$ cat config.mk
export PLATFORM = sky130hd
export DESIGN_NAME = fetch_stage
export DESIGN_NICKNAME = d
export VERILOG_FILES = /design/src/rtl/fetch_stage.sv
export SDC_FILE = /design/constraint.sdc
export NUM_CORES = 1
export LEC_CHECK = 0
export BUFFER_PORTS_ARGS = -buffer_cell sky130_fd_sc_hd__buf_2
export CAP_MARGIN = 5
export CORE_MARGIN = 3
export CORE_UTILIZATION = 50
export CTS_BUF_LIST = sky130_fd_sc_hd__clkbuf_4
export CTS_CLUSTER_DIAMETER = 30
export CTS_CLUSTER_SIZE = 20
export DETAILED_ROUTE_END_ITERATION = 8
export PLACE_DENSITY = 0.77
export SETUP_SLACK_MARGIN = 0.05
export SLEW_MARGIN = 20
export SYNTH_ARGS = -nofsm -noshare
export SYNTH_HDL_FRONTEND = slang
export SYNTH_SLANG_ARGS = --single-unit
$ cat constraint.sdc
create_clock -name i_clk -period 3.7 [get_ports i_clk]
set_input_delay 0.185 -clock i_clk [delete_from_list [all_inputs] [get_ports i_clk]]
set_output_delay 0.185 -clock i_clk [all_outputs]
set_load 0.005 [all_outputs]
$ cat src/rtl/fetch_stage.sv
// rtl/fetch_stage.sv - instruction fetch stage with IF/ID pipeline register
//
// Holds the PC, fetches from the instruction cache over a req/ready handshake
// and presents ir/pc_out/next_pc/valid to decode. Handles downstream stalls,
// branch redirects and discarding a stale miss when a branch lands mid-miss.
//
// Ports:
//   i_clk, i_reset       clock, synchronous active-high reset
//   i_stall_pc           downstream stall: freeze PC and IF/ID
//   i_branch_taken       one-cycle redirect request
//   i_branch_target      redirect address (bits [1:0] forced to 0)
//   o_icache_req         fetch request (low only while reset is asserted)
//   o_icache_addr        word-aligned fetch address
//   i_icache_ready       cache data valid for o_icache_addr (may be same cycle)
//   i_icache_data        instruction word
//   o_ir, o_pc_out       IF/ID instruction and its address
//   o_next_pc            IF/ID pc_out + 4
//   o_valid              IF/ID holds a real instruction
//   o_fetch_stall        miss in progress (req & ~ready)

module fetch_stage #(
    parameter logic [31:0] RESET_PC  = 32'h0000_1000,
    parameter logic [31:0] NOP_INSTR = 32'h0000_0000
) (
    input  logic        i_clk,
    input  logic        i_reset,
    input  logic        i_stall_pc,
    input  logic        i_branch_taken,
    input  logic [31:0] i_branch_target,
    output logic        o_icache_req,
    output logic [31:0] o_icache_addr,
    input  logic        i_icache_ready,
    input  logic [31:0] i_icache_data,
    output logic [31:0] o_ir,
    output logic [31:0] o_pc_out,
    output logic [31:0] o_next_pc,
    output logic        o_valid,
    output logic        o_fetch_stall
);

    typedef enum logic {
        RUN     = 1'b0,
        DISCARD = 1'b1
    } state_t;

    state_t      r_state;
    state_t      w_state_nxt;
    logic [31:0] r_pc;
    logic [31:0] w_pc_nxt;
    logic [31:0] r_stale_addr;
    logic [31:0] w_stale_nxt;
    logic        w_ifid_load;
    logic        w_ifid_bubble;
    logic [31:0] w_target;

    logic [31:0] r_ir;
    logic [31:0] r_pc_out;
    logic [31:0] r_next_pc;
    logic        r_valid;

    assign w_target      = {i_branch_target[31:2], 2'b00};
    // In DISCARD the cache is still working on the old miss; keep presenting
    // that address so the request stays stable until it completes.
    assign o_icache_addr = (r_state == DISCARD) ? r_stale_addr : r_pc;
    assign o_icache_req  = ~i_reset;
    assign o_fetch_stall = o_icache_req & ~i_icache_ready;

    assign o_ir      = r_ir;
    assign o_pc_out  = r_pc_out;
    assign o_next_pc = r_next_pc;
    assign o_valid   = r_valid;

    always_ff @(posedge i_clk) begin
        if (i_reset) begin
            r_state <= RUN;
        end else begin
            r_state <= w_state_nxt;
        end
    end

    always_comb begin
        w_state_nxt   = r_state;
        w_pc_nxt      = r_pc;
        w_stale_nxt   = r_stale_addr;
        w_ifid_load   = 1'b0;
        w_ifid_bubble = 1'b0;
        case (r_state)
            RUN: begin
                if (i_branch_taken) begin
                    w_pc_nxt      = w_target;
                    w_ifid_bubble = 1'b1;
                    if (!i_icache_ready) begin
                        w_stale_nxt = r_pc;
                        w_state_nxt = DISCARD;
                    end
                end else if (i_stall_pc) begin
                    // hold everything; a returned word is re-requested later
                end else if (i_icache_ready) begin
                    w_ifid_load = 1'b1;
                    w_pc_nxt    = r_pc + 32'd4;
                end else begin
                    w_ifid_bubble = 1'b1;
                end
            end
            DISCARD: begin
                if (i_branch_taken) begin
                    w_pc_nxt      = w_target;
                    w_ifid_bubble = 1'b1;
                end else if (!i_stall_pc) begin
                    w_ifid_bubble = 1'b1;
                end
                // Completion of the stale miss ends discarding; a redirect in
                // the same cycle has already updated pc, which is fetched next.
                if (i_icache_ready) begin
                    w_state_nxt = RUN;
                end
            end
            default: begin
                w_state_nxt = RUN;
            end
        endcase
    end

    always_ff @(posedge i_clk) begin
        if (i_reset) begin
            r_pc         <= RESET_PC;
            r_stale_addr <= 32'h0;
            r_ir         <= NOP_INSTR;
            r_pc_out     <= 32'h0;
            r_next_pc    <= 32'h0;
            r_valid      <= 1'b0;
        end else begin
            r_pc         <= w_pc_nxt;
            r_stale_addr <= w_stale_nxt;
            if (w_ifid_bubble) begin
                r_ir    <= NOP_INSTR;
                r_valid <= 1'b0;
            end else if (w_ifid_load) begin
                r_ir      <= i_icache_data;
                r_pc_out  <= r_pc;
                r_next_pc <= r_pc + 32'd4;
                r_valid   <= 1'b1;
            end
        end
    end

endmodule

==> flow_summary.ini <==
[routing]
route.detailed.drc = 0
detail_route.vias_per_cell = 5.321
postRouteAntennaNets = 0
vias = 6689
wl_per_cell_um = 15.96
wirelength_um = 20070
firstDrtPassIters = 5
drt_iter0_drc = 601

[placed_design]
pre_cts_slack_ps = 1275
portBuffers = 191
routabilityCongestion = 0.8305
dp_hpwl_um = 12500

[clock_network]
cts_resized = 0
cts_buffers = 17
h-tree-depth = 4
root_buffer = clkbuf_4
post-cts-setup-buffers = 0
cts_tree = done
clk_path_buf_depth = 2
clock_latency_ps = 580
hold_buffers = 62
cts_sinks = 154
clkSlewWorstSetupHoldPaths_ps = 140

[layout]
final_nets = 1137
nFillCells = 1118
drive_gt1_share_pct = 25.56
synthToLayoutAreaGrowth_pct = 26.14

[critical_path]
cp.arrival_ps = 2970
path_buf_inv = 0
cp_slowest_cell = nor4_4
worstPathMaxFanout = 13
critPathLaunchType = flop
critPathTopFamily = simple AND/OR/NAND/NOR gates
end_kind = flop
worst_ep_required_time_ps = 4200
crit_chain = nand4_4 > nor4_4 > nand3_1 > or3_1 > o211ai_1
worstSetupPathType = flop to flop
slowest_delay_ps = 760

[sta]
relSlewSlack_pct = 27.98
fin_crit_ps = 2465
finalHoldViolCount = 0
min_period_over_period_pct = 66.62
tightest_slew_ps = 1076
fin_tns_setup_ps = 0
fin_skew_ps = 19.06
setup_violations = 0
grt_setup_unrepaired = false
maxSlewViolCount = 0
setup_ws_ps = 1235
fmax_mhz = 405.7

[power]
p_per_area_nw_per_um2 = 377.6
leakage_nw = 3.569
max-vdd-ir-drop_uv = 325.5

[grt]
grt_max_degree = 66
first_global_vias = 6067
antenna_found_initial = 1
grt_usage_pct = 25.71
grt_overflow = 0
grt_pass1_wl_um = 30820

[synthesis]
synthAdderAreaFrac_pct = 0.1813
avgSynthCellArea_sq_um = 7.907
synth.area.mux_share_pct = 4.731
synth-edff-count = 0
synth_seq_cells = 154
yosys.area_share.simple_pct = 23.73
yosysSeqAreaShare_pct = 44.66
syn-cell-area_sq_um = 6903
synthArstFlopShare_pct = 0
synth_compound_area_share_pct = 16.75
synth_ff_type = dfxtp_1
synth_cells = 873
yosysUniqueCellTypes = 52
synth_top_family_by_area = simple AND/OR/NAND/NOR gates
synthXorXnorAreaFrac_pct = 3.933
yosysWarnings = 0

[floorplan]
die_area_sq_um = 15250
core_region_area_sq_um = 13350
die_w_um = 123.5
io_pins = 200
die-height_um = 123.5
initial_core_util_pct = 51.72
rows = 42

[flow_run]
max_cap_viol_count = 0

[outcome]
outcome = finished clean

[hold_path]
hold_class = primary input to flop
## layout by cell type, fill, tap and decap left out, types with 11 or more instances in the layout
master,Yosys,routed
mux2_2,29,29
dfxtp_1,154,154
nand3_1,23,23
buf_2,13,190
nor2_1,66,64
nand2_1,222,222
a21oi_1,113,113
clkbuf_4,0,17
xor2_1,17,17
dlygate4sd3_1,0,62
xnor2_1,14,14
a211oi_1,28,28
a22oi_1,11,11
## cells by family after synthesis
group | count (synthesis)
muxes | 29
buffers and inverters | 97
xor gates and xnor gates | 31
and+or+nand+nor | 367
DFF | 154
other | 1
adders and majority gates | 1
AOI/OAI and AO/OA | 193
## worst paths after layout
check,endpoint,cells after the start,slack [ps],from
worst max-delay path,r_pc[31]$_SDFFE_PP0P_,5,1240,r_pc[11]$_SDFFE_PP0P_
worst min-delay path,r_pc[29]$_SDFFE_PP0P_,5,50,i_branch_target[29]
worst max register to register,r_pc[31]$_SDFFE_PP0P_,5,1240,r_pc[11]$_SDFFE_PP0P_
worst min register to register,o_pc_out[24]$_SDFFE_PP0P_,2,460,o_pc_out[24]$_SDFFE_PP0P_
## where the power goes
| group | internal (mW) | switching [mW] |
|---|---|---|
| Sequential | 1.72 | 0.0835 |
| Clock | 0.411 | 0.665 |
| Combinational | 0.197 | 0.216 |
## metal layers
layer	GRT usage [%]	share of wire, %	up-vias
met1	35.09	45	3108
met5	0	0	-
li1	-	-	3342
met2	39.52	47	203
met4	8.512	2.2	0
met3	6.953	6.6	36
## synthesized netlist by cell type (2+ instances only)
master	n	area, sq um
and2_1	2	12.51
o21a_1	3	22.52
xnor2_1	14	122.6
a211oi_1	28	210.2
a221oi_1	2	17.52
buf_1	6	22.52
buf_4	6	45.04
dfxtp_1	154	3083
o21ai_0	9	45.04
and3_1	8	50.05
a31oi_1	5	31.28
nor4_1	4	25.02
a22oi_1	11	82.58
a21oi_1	113	565.5
nor2_1	66	247.7
nor3_1	4	20.02
or3_1	7	43.79
nand2b_1	5	31.28
xor2_1	17	148.9
o211ai_1	6	45.04
nand2_1	222	833.3
inv_1	5	18.77
nor2b_1	2	12.51
o31ai_1	6	45.04
clkbuf_1	65	244.0
nand4_4	2	42.54
mux2_2	29	326.6
and4_1	2	17.52
nand3_1	23	115.1
nand4_1	9	56.30
nor4_4	3	63.81
o211ai_2	2	25.02
nor3b_1	2	15.01
buf_2	13	65.06
## layout make-up
class	count	area, sq um	share of cell area (%)
Sequential cell	154	3083	35.41
Clock inverter	15	165.2	1.897
Inverter	5	18.77	0.2155
Tap cell	176	220.2	2.529
Antenna cell	1	2.502	0.02874
Timing Repair Buffer	262	1647	18.91
Clock buffer	17	127.6	1.466
Multi-Input combinational cell	627	3443	39.55
## stage by stage
stage	power, mW	hold WS [ps]	instances	instance area (sq um)	utilization (%)
2_1_floorplan	2.046	264.3	878	6922	-
3_3_place_gp	2.182	412.0	1162	7789	58.35
3_5_place_dp	2.190	417.1	1162	7789	58.35
4_1_cts	3.295	1.086	1256	8702	65.20
5_1_grt	3.425	50.70	1257	8707	65.23
6_report	3.288	46.04	1257	8707	65.23
## registers in the layout, indices dropped and copies added, names as in the netlist
signal and flops:
o_pc_out 30, o_next_pc 30, o_ir 32, r_pc 30, o_valid 1, r_stale_addr 30
r_state 1
## worst min-delay path, delay by kind of cell
kind,cells,cell delay [ps]
and+or+nand+nor,2,160
AOI/OAI and AO/OA,2,140
buffers and inverters,1,110
Power figures use the tool's default switching activity.
